## src/rtl/switch_debounce_pkg.sv

```systemverilog
// Shared types and defaults for the push-button debounce/press-counter block.
// Optional long-press support is enabled by defining SWITCH_DEBOUNCE_LONG_PRESS_EN.
package switch_debounce_pkg;

    typedef enum logic [1:0] {
        IDLE_LOW  = 2'd0,
        WAIT_HIGH = 2'd1,
        IDLE_HIGH = 2'd2,
        WAIT_LOW  = 2'd3
    } db_state_e;

    typedef logic [3:0] press_count_t;

    localparam int DEFAULT_DEBOUNCE_CYCLES   = 250000;
    localparam int DEFAULT_LONG_PRESS_CYCLES = 25000000;

    // Free-running 4-bit press count; the wrap 15->0 is intentional and silent.
    function automatic press_count_t press_count_inc(input press_count_t count);
        return count + press_count_t'(1);
    endfunction

endpackage

```

## src/rtl/input_synchronizer.sv

```systemverilog
// Multi-flop synchroniser for an asynchronous single-bit input, cleared by a
// synchronous active-high reset. Reusable for the other board buttons.
module input_synchronizer #(
    parameter int SYNC_STAGES = 2
) (
    input  logic clk_i,
    input  logic rst_i,
    input  logic async_i,
    output logic sync_o
);

    logic [SYNC_STAGES-1:0] sync_q;
    logic [SYNC_STAGES-1:0] sync_d;

    assign sync_d = {sync_q[SYNC_STAGES-2:0], async_i};

    always_ff @(posedge clk_i) begin
        if (rst_i) begin
            sync_q <= '0;
        end else begin
            sync_q <= sync_d;
        end
    end

    assign sync_o = sync_q[SYNC_STAGES-1];

endmodule

```

## src/rtl/switch_debounce_counter.sv

```systemverilog
// Synchronised, debounced push-button with press/release strobes and a 4-bit
// press count on the LEDs. Define SWITCH_DEBOUNCE_LONG_PRESS_EN for long-press.
module switch_debounce_counter
    import switch_debounce_pkg::*;
#(
    parameter int DEBOUNCE_CYCLES   = DEFAULT_DEBOUNCE_CYCLES,
    parameter int SYNC_STAGES       = 2,
    parameter int LONG_PRESS_CYCLES = DEFAULT_LONG_PRESS_CYCLES
) (
    input  logic i_Clk,
    input  logic i_Switch_1,
    input  logic i_Switch_2,
    output logic o_Level,
    output logic o_Pressed,
    output logic o_Released,
    output logic o_Long_Press,
    output logic o_LED_1,
    output logic o_LED_2,
    output logic o_LED_3,
    output logic o_LED_4
);

    localparam int CNT_W = (DEBOUNCE_CYCLES > 2) ? $clog2(DEBOUNCE_CYCLES) : 1;
    localparam logic [CNT_W-1:0] CNT_LAST = CNT_W'(DEBOUNCE_CYCLES - 1);

    if (DEBOUNCE_CYCLES < 2 || SYNC_STAGES < 2 || LONG_PRESS_CYCLES < 2) begin : g_bad_params
        $error("switch_debounce_counter: parameter out of legal range");
    end

    logic         sync;
    db_state_e    state_q,    state_d;
    logic [CNT_W-1:0] cnt_q,  cnt_d;
    logic         level_q,    level_d;
    logic         pressed_q,  pressed_d;
    logic         released_q, released_d;
    press_count_t count_q,    count_d;
    logic         enter_high;
    logic         enter_low;

    input_synchronizer #(
        .SYNC_STAGES (SYNC_STAGES)
    ) u_sync (
        .clk_i   (i_Clk),
        .rst_i   (i_Switch_1),
        .async_i (i_Switch_2),
        .sync_o  (sync)
    );

    // State register
    always_ff @(posedge i_Clk) begin
        if (i_Switch_1) begin
            state_q <= IDLE_LOW;
            cnt_q   <= '0;
        end else begin
            state_q <= state_d;
            cnt_q   <= cnt_d;
        end
    end

    // Next-state logic; the counter idles at zero outside the WAIT states
    always_comb begin
        state_d = state_q;
        cnt_d   = '0;
        unique case (state_q)
            IDLE_LOW: begin
                if (sync) state_d = WAIT_HIGH;
            end
            WAIT_HIGH: begin
                if (!sync)                 state_d = IDLE_LOW;
                else if (cnt_q == CNT_LAST) state_d = IDLE_HIGH;
                else                       cnt_d   = cnt_q + CNT_W'(1);
            end
            IDLE_HIGH: begin
                if (!sync) state_d = WAIT_LOW;
            end
            WAIT_LOW: begin
                if (sync)                  state_d = IDLE_HIGH;
                else if (cnt_q == CNT_LAST) state_d = IDLE_LOW;
                else                       cnt_d   = cnt_q + CNT_W'(1);
            end
            default: state_d = IDLE_LOW;
        endcase
    end

    // Only an accepted transition counts; a rejected glitch in WAIT_x falls back silently
    assign enter_high = (state_q == WAIT_HIGH) && (state_d == IDLE_HIGH);
    assign enter_low  = (state_q == WAIT_LOW)  && (state_d == IDLE_LOW);

`ifdef SWITCH_DEBOUNCE_LONG_PRESS_EN
    localparam int HOLD_W = (LONG_PRESS_CYCLES > 2) ? $clog2(LONG_PRESS_CYCLES) : 1;
    localparam logic [HOLD_W-1:0] HOLD_LAST = HOLD_W'(LONG_PRESS_CYCLES - 1);

    logic [HOLD_W-1:0] hold_q, hold_d;
    logic              fired_q, fired_d;
    logic              long_q, long_d;

    // Output logic
    always_comb begin
        level_d    = level_q;
        pressed_d  = enter_high;
        released_d = enter_low;
        count_d    = count_q;
        hold_d     = '0;
        fired_d    = 1'b0;
        long_d     = 1'b0;
        if (enter_high) begin
            level_d = 1'b1;
            count_d = press_count_inc(count_q);
        end
        if (enter_low) begin
            level_d = 1'b0;
        end
        // Hold timer saturates at its last value; the fired flag allows one pulse per hold
        if (state_q == IDLE_HIGH && state_d == IDLE_HIGH) begin
            hold_d  = hold_q;
            fired_d = fired_q;
            if (hold_q == HOLD_LAST) begin
                if (!fired_q) begin
                    long_d  = 1'b1;
                    fired_d = 1'b1;
                    count_d = '0;
                end
            end else begin
                hold_d = hold_q + HOLD_W'(1);
            end
        end
    end

    always_ff @(posedge i_Clk) begin
        if (i_Switch_1) begin
            hold_q  <= '0;
            fired_q <= 1'b0;
            long_q  <= 1'b0;
        end else begin
            hold_q  <= hold_d;
            fired_q <= fired_d;
            long_q  <= long_d;
        end
    end

    assign o_Long_Press = long_q;
`else
    // Output logic
    always_comb begin
        level_d    = level_q;
        pressed_d  = enter_high;
        released_d = enter_low;
        count_d    = count_q;
        if (enter_high) begin
            level_d = 1'b1;
            count_d = press_count_inc(count_q);
        end
        if (enter_low) begin
            level_d = 1'b0;
        end
    end

    assign o_Long_Press = 1'b0;
`endif

    always_ff @(posedge i_Clk) begin
        if (i_Switch_1) begin
            level_q    <= 1'b0;
            pressed_q  <= 1'b0;
            released_q <= 1'b0;
            count_q    <= '0;
        end else begin
            level_q    <= level_d;
            pressed_q  <= pressed_d;
            released_q <= released_d;
            count_q    <= count_d;
        end
    end

    assign o_Level    = level_q;
    assign o_Pressed  = pressed_q;
    assign o_Released = released_q;
    assign o_LED_1    = count_q[0];
    assign o_LED_2    = count_q[1];
    assign o_LED_3    = count_q[2];
    assign o_LED_4    = count_q[3];

endmodule

```

## config.mk

```make
export PLATFORM = sky130hd
export DESIGN_NAME = switch_debounce_counter
export DESIGN_NICKNAME = d
export VERILOG_FILES = /design/src/rtl/switch_debounce_pkg.sv /design/src/rtl/input_synchronizer.sv /design/src/rtl/switch_debounce_counter.sv
export SDC_FILE = /design/constraint.sdc
export NUM_CORES = 1
export LEC_CHECK = 0
export BUFFER_PORTS_ARGS = -buffer_cell sky130_fd_sc_hd__buf_2
export CORE_MARGIN = 2
export CORE_UTILIZATION = 40
export CTS_CLUSTER_SIZE = 20
export DETAILED_ROUTE_END_ITERATION = 8
export SLEW_MARGIN = 20
export SYNTH_ARGS = -nofsm -noshare
export SYNTH_HDL_FRONTEND = slang
export SYNTH_SLANG_ARGS = --single-unit
export TNS_END_PERCENT = 20
```

## constraint.sdc

```tcl
create_clock -name i_Clk -period 5.2 [get_ports i_Clk]
set_input_delay 1.04 -clock i_Clk [delete_from_list [all_inputs] [get_ports i_Clk]]
set_output_delay 1.04 -clock i_Clk [all_outputs]
set_load 0.01 [all_outputs]
```

# After elaboration in Yosys (flattened, before gate mapping)
# Index checks and enable logic that the tools add are counted.
# Widths: inputs -> output; s select.
# totals
ff_bits	29
in_bits	3
output_inout_bits	8
word_cells	30
# classes
n_addsub	2
eq_ne	5
mux	11
n_reduce_logical	5
# ops
op	count
$mux 18	3
$pmux 18 s2	1
$add 18x1->18 const B	1
$eq 18x18->1 const B	1
$mux 2	6
$pmux 2 s4	1
$eq 2x2->1 const B	3
$add 4x1->4 const B	1
$logic_not 2->1	2
$eq 2x1->1 const B	1
$logic_and 1x1->1	2
$reduce_or 2->1	1

# Logic depth before layout (Yosys ltp)
# Gate-level depths: netlist of run 1.
# depth
ltp_word	7
ltp_mapped	7
ltp_nobuf	5

# By module
# A second synthesis of run 1 with hierarchy kept.
# hier_totals
cells_unflattened	147
area_unflattened_um2	1342.5
# by_module_without_submodules
module	n_inst	cells_each	area_per_inst_um2
switch_debounce_counter	1	143	1290.0
input_synchronizer	1	4	52.6

# Worst setup path before layout of run 1
# Ideal clock, no wire load.
# synth_timing
path_type	reg2reg
startpoint	reg cnt_q[0]
endpoint	reg count_q[3]
t_arrival_ns	1.657
t_required_ns	5.077
slack_ns	3.420
stages_incl_launch_ff	7
period_less_slack_ns	1.780
path_cell_list	dfxtp_1 ha_1 nand4_2 or2_1 buf_6 nor4_2 mux2_1
# synth_via
elab_chain_len	6
elab_cells_between_ends	8
# synth_rtl
item	line_no	rtl
from (decl)	switch_debounce_counter.sv:32	logic [CNT_W-1:0] cnt_q, cnt_d;
from (signal assigned)	switch_debounce_counter.sv:56	cnt_q <= cnt_d;
$eq 18x18->1 (*)	switch_debounce_counter.sv:70, switch_debounce_counter.sv:78	
$mux 2 (on tied branches)	switch_debounce_counter.sv:78, switch_debounce_counter.sv:70	
$mux 2 (on tied branches)	switch_debounce_counter.sv:77, switch_debounce_counter.sv:69	
$pmux 2 s4 (*)	switch_debounce_counter.sv:64	unique case (state_q)
$eq 2x2->1 (*)	switch_debounce_counter.sv:86	assign enter_high = (state_q == WAIT_HIGH) && (state_d == IDLE_HIGH);
$logic_and 1x1->1 (*)	switch_debounce_counter.sv:86	
to (signal assigned)	switch_debounce_counter.sv:171	count_q <= count_d;
to (decl)	switch_debounce_counter.sv:36	press_count_t count_q, count_d;
# Mark *: on every way between the ends. The rest lies on a longest branch, timed or not.
# A chain may end at the register's enable or synchronous reset.

# Worst setup path in the final report of run 1
# Same ends and word-level chain as after synthesis.

==> metrics.txt, run 1 <==
CTS-repair resized insts=0; Starting Density=41.61%; cts bufs inserted=5; status=finished clean; grt total ovfl=0; hpwl dp=1.652 mm; WL met3=96 um; CP Data Arrival Time=2.17 ns; Die Wd=62.69 um; relative slew slack=63.47%; Cells after DPL=196; Final Wtd Congestion=0.7747; crit-path max cell delay=0.39 ns; Worst Max-Slew Pin Slew=0.5453 ns; leading area contributor after synthesis=dfxtp_1; Max VDD drop=0.1353 mV; Power Total=0.0004237 W; sequential area share after synthesis=42.14%; TritonCTS clock tree=done; Vias=1023; Final Slew Violations=0; Detail Route Antenna Nets=0; critical path data required time=5.43 ns; router iterations before antenna repair=3; number of max-cap violations=0; Critical Path Sink Type=flip-flop; maximum fanout along the worst path=7; crit-path cells=ha_1 -> nand4_2 -> or2_1 -> nor4_2 -> mux2_1; vias in the first global route=910; Via density=5.015; Syn Nets=152; clk_skew=0.01123 ns; number of diodes=0; Nets=162; Synth cell types=41; Clock Sinks=29; worst reg2reg setup slack=3.25 ns; syn avg cell area=9.371 um^2; clock-pin slew on the worst setup and hold paths=0.09 ns; Die Area=0.003929 mm^2; met1 WL=1.115 mm; top layer in use=met4; Filler cells=328; y dimension of the die=62.69 um; period utilization=37.44%; htree depth=2; Post-CTS Setup Bufs=0; max frequency=0.5136 GHz; Min Clock Period, post-route=1.947 ns; CP startpoint kind=flip-flop; Yosys reg bits=29; Clock Path Buffers=2; area fraction of the dominant cell type after synthesis=42.14%; IO Pins=11; Clock Tree Root=clkbuf_4; CP Class=flip-flop to flip-flop; min-delay worst type=flip-flop to flip-flop; non-filler instance count after layout=204; P&R area growth vs syn=10.35%; # setup viols final=0; largest net degree at the start of global routing=19; critical path's slowest cell=or2_1; Fin. Hold Viols=0; layout cell share with drive strength beyond 1=18.35%; drt total wl=2.300 mm; IO buf count=9; # DRC=0; first-pass GRT wire length=4.091 mm; antenna violations before repair=0; routed wire length on met2=1.037 mm; Rows=21; DRT iter0 DRCs=28; cts hold-fix bufs=0; DR WL/cell=11.27 um; Post-Synthesis Cells=147; PwrDens=278.7 mW/mm^2; RSZ-0062 raised after global routing=false; core area=0.003311 mm^2; mapped cell area=0.001378 mm^2; GRT Util Overall=13.41%; aggregate negative setup slack=0 ns; Clock Latency Late Sink=0.34 ns; P_leak=0.4978 nW; Synth area leaders=dfxtp_1, nor2_1, xor2_1; yosys warns=0
## worst max-delay path: cells and delay by family (launching register included)
kind                     cells  cell delay [ns]
AND/OR/NAND/NOR              3             0.88
flip-flops                   1             0.38
multiplexers                 1             0.35
adder cells (fa/ha/maj)      1             0.23
## cell families after synthesis
kind of cell | after synthesis | share of synthesized area [%]
AO/OA/AOI/OAI | 14 | 7.357
XOR/XNOR | 13 | 8.265
adder cells (fa/ha/maj) | 2 | 1.816
buffers and inverters | 10 | 4.359
flip-flops | 29 | 42.14
multiplexers | 4 | 3.179
other | 1 | 0.2722
AND/OR/NAND/NOR | 74 | 32.61
## synth_stat cells
| master | instances |
|---|---|
| a21oi_1 | 4 |
| a21oi_2 | 1 |
| a31oi_1 | 1 |
| and2_1 | 1 |
| and3_1 | 1 |
| and4_1 | 3 |
| and4_2 | 1 |
| buf_4 | 2 |
| buf_6 | 2 |
| clkbuf_1 | 2 |
| conb_1 | 1 |
| dfxtp_1 | 29 |
| ha_1 | 2 |
| inv_1 | 4 |
| mux2_1 | 1 |
| mux2_2 | 2 |
| mux2i_1 | 1 |
| nand2_1 | 5 |
| nand2b_1 | 2 |
| nand3_1 | 10 |
| nand4_1 | 6 |
| nand4_2 | 1 |
| nand4_4 | 1 |
| nor2_1 | 22 |
| nor2b_1 | 7 |
| nor3_1 | 3 |
| nor3_2 | 1 |
| nor4_1 | 2 |
| nor4_2 | 1 |
| nor4b_4 | 1 |
| o211ai_4 | 1 |
| o21ai_0 | 3 |
| o31ai_1 | 4 |
| or2_1 | 1 |
| or2_4 | 1 |
| or3_1 | 1 |
| or3_2 | 1 |
| or4_1 | 1 |
| or4_4 | 1 |
| xnor2_1 | 5 |
| xor2_1 | 8 |
## layout by cell type (no fill, tap or decap), types with 2 or more instances in the layout
| master | synthesis | layout |
|---|---|---|
| nor2b_1 | 7 | 7 |
| nand3_1 | 10 | 10 |
| dfxtp_1 | 29 | 29 |
| inv_1 | 4 | 4 |
| nand2_1 | 5 | 5 |
| nor3_1 | 3 | 3 |
| nand2b_1 | 2 | 2 |
| a21oi_1 | 4 | 4 |
| clkbuf_4 | 0 | 5 |
| xnor2_1 | 5 | 5 |
| and4_1 | 3 | 3 |
| nor4_1 | 2 | 2 |
| nand4_1 | 6 | 6 |
| ha_1 | 2 | 2 |
| xor2_1 | 8 | 8 |
| o21ai_0 | 3 | 3 |
| o31ai_1 | 4 | 4 |
| nor2_1 | 22 | 22 |
| buf_2 | 0 | 9 |
| mux2_2 | 2 | 2 |
## path summary, 6_finish.rpt
kind / start / endpoint / depth (start not counted)
worst min-delay path: u_sync.sync_q[0] / u_sync.sync_q[1] / 1
worst max-delay path: cnt_q[0] / count_q[3] / 5
worst min register to register: u_sync.sync_q[0] / u_sync.sync_q[1] / 1
worst max register to register: cnt_q[0] / count_q[3] / 5
## where the power goes
part            total (W)  internal, W  switching, W
combinational  0.00000710   0.00000299    0.00000410
clock            0.000192     0.000115     0.0000768
sequential       0.000225     0.000224    0.00000149
total            0.000424     0.000341     0.0000824
## state kept, by name, indices dropped and copies added, names as in the netlist
register       cells
state_q            2
o_Pressed          1
u_sync.sync_q      2
o_Released         1
o_Level            1
cnt_q             18
count_q            4
## per-layer routing
metal / vias up / global-route usage [%]
met5: - / 0
met4: 0 / 7.222
met3: 6 / 6.667
met2: 9 / 18.01
met1: 474 / 17.38
li1: 534 / -
## area by class of cell
cell class | instances | area, um^2 | share of cell area [%]
clock inverters | 1 | 30.03 | 1.975
flip-flops and latches | 29 | 580.6 | 38.19
well taps | 46 | 57.56 | 3.786
inverters | 4 | 15.01 | 0.9877
clock buffers | 7 | 55.05 | 3.621
repair buffers | 9 | 45.04 | 2.963
multi-input cells | 108 | 737.0 | 48.48
## through the flow
| stage | hold slack, ns | area, um^2 | utilization (%) | worst slack (ns) |
|---|---|---|---|---|
| floorplan | 0.4138 | 1378 | - | 3.420 |
| global placement | 0.4404 | 1435 | 43.35 | 3.272 |
| detailed placement | 0.4385 | 1435 | 43.35 | 3.207 |
| CTS | 0.4470 | 1520 | 45.92 | 3.229 |
| global route | 0.4680 | 1520 | 45.92 | 3.082 |
| finish | 0.4429 | 1520 | 45.92 | 3.253 |
Power figures use the tool's default switching activity.
==> inputs of run 2 (changes only) <==
==> constraint.sdc (replaced) <==
create_clock -name i_Clk -period 1.9 [get_ports i_Clk]
set_input_delay 0.38 -clock i_Clk [delete_from_list [all_inputs] [get_ports i_Clk]]
set_output_delay 0.38 -clock i_Clk [all_outputs]
set_load 0.01 [all_outputs]
==> run 2 against run 1 <==
  * Critical path type unchanged
  * Non-clock buffer count increased by 4
  * Sequential share of layout area decreased by 0.59 points
  * Clock power increased by 93%
==> metrics.txt, run 2 (synthesis gave the netlist of run 1 again) <==
Clock Latency Late Sink=0.32 ns; Largest register FFs=18; Final Slew Violations=0; largest net degree at the start of global routing=19; layout cell share with drive strength beyond 1=20.50%; CP Data Arrival Time=2.01 ns; Logic pwr share=2.0%; P&R area growth vs syn=12.08%; worst path buffer plus inverter count=0; worst reg2reg setup slack=0.10 ns; crit-path cells=ha_1 -> nand4_4 -> or2_4 -> nor4_2 -> mux2_1; router iterations before antenna repair=4; hpwl dp=1.800 mm; P_int=0.0007945 W; crit-path leading delay family=simple AND/OR/NAND/NOR gates; non-filler instance count after layout=207; cts hold-fix bufs=0; htree depth=2; max frequency=0.5568 GHz; clk_skew=0.006792 ns; Top reg by flops=cnt_q; FF+latch area=580.6 um^2; Via density=5.068; Detail Route Antenna Nets=0; CP Class=flip-flop to flip-flop; Clock power frac=36.8%; core area=0.003311 mm^2; period utilization=94.53%; Post-DP Area=0.001463 mm^2; clock-pin slew on the worst setup and hold paths=0.09 ns; most frequent cells in the layout=dfxtp_1, nor2_1, nand3_1, buf_2, xor2_1; min-delay worst type=input pin to flip-flop; critical path's slowest cell=dfxtp_1; IO buf count=9; crit-path max cell delay=0.39 ns; Cells after DPL=198; Die Area=0.003929 mm^2; RSZ-0062 raised after global routing=false; vias in the first global route=1014; Nets=166; cts bufs inserted=5; Max VDD drop=0.2664 mV; area taken by multi-input logic gates=748.2 um^2; grt total ovfl=0; DR WL/cell=11.97 um; Clock Tree Root=clkbuf_4; IO Pins=11; Min Clock Period, post-route=1.796 ns; DRT iter0 DRCs=56; # DRC=0; TritonCTS clock tree=done; # setup viols final=0; P_leak=0.5165 nW; first-pass GRT wire length=4.347 mm; sw power=0.0002120 W; number of max-cap violations=0; Fin. Hold Viols=0; Filler cells=343; number of diodes=0; largest registers=cnt_q (18), count_q (4); Rows=21; Final Cell Area=0.001544 mm^2; sw frac=21.07%; y dimension of the die=62.69 um; critical path data required time=2.11 ns; antenna violations before repair=0; GRT Util Overall=14.23%; CP startpoint kind=flip-flop; maximum fanout along the worst path=7; status=finished clean; Critical Path Sink Type=flip-flop; PwrDens=651.9 mW/mm^2; Die Wd=62.69 um; worst hold margin=0.2801 ns; Seq pwr share=61.2%; Vias=1049; most common cell after layout, fill and taps aside=dfxtp_1; Clock Path Buffers=2; Final Wtd Congestion=0.8038; Starting Density=41.61%; Power Total=0.001007 W; drt total wl=2.477 mm; aggregate negative setup slack=0 ns; Clock Sinks=29
run 2: final timing paths:
kind / start / to / cells past startpoint
max: cnt_q[0] / count_q[3] / 5
min: i_Switch_2 / u_sync.sync_q[0] / 2
min reg2reg: u_sync.sync_q[0] / u_sync.sync_q[1] / 1
max reg2reg: cnt_q[0] / count_q[3] / 5
run 2: power by group through the flow:
stage          registers (W)  logic (W)  clock network, W
3_3_place_gp        0.000630  0.0000199                 0
4_1_cts             0.000616  0.0000202          0.000388
6_report            0.000616  0.0000202          0.000370
3_5_place_dp        0.000631  0.0000202                 0
2_1_floorplan       0.000629  0.0000152                 0
5_1_grt             0.000617  0.0000224          0.000420
run 2: repair_timing:
action,CTS,global route
endpoints found under the setup margin,1,1
resized for setup,1,1
buffers inserted,0,2
pin swaps,0,1
run 2: final cells by class:
cell class | instances | area share (%)
repair buffers | 13 | 5.673
flip-flops and latches | 29 | 37.60
well taps | 46 | 3.728
inverters | 4 | 0.9724
multi-input cells | 108 | 48.46
clock buffers | 7 | 3.566
run 2: worst reg2reg max path: cells and delay by family, from the launching register on:
kind	cells	cell delay, ns
AND/OR/NAND/NOR	3	0.73
adder cells (fa/ha/maj)	1	0.23
multiplexers	1	0.35
flip-flops	1	0.39
run 2: metal layers:
metal	wire length, um	track usage, %	vias to the layer above
li1	-	-	545
met1	1159	15.73	475
met2	1161	23.66	22
met3	102	4.865	7
met4	53	8.333	0
met5	0	0	-
run 2: per-stage QoR:
step | util (%) | setup WS [ns]
6_report | 46.64 | 0.1039
5_1_grt | 46.64 | 0.02697
4_1_cts | 45.92 | 0.07216
3_5_place_dp | 44.18 | 0.007016
3_3_place_gp | 44.18 | 0.07312
2_1_floorplan | - | 0.1198
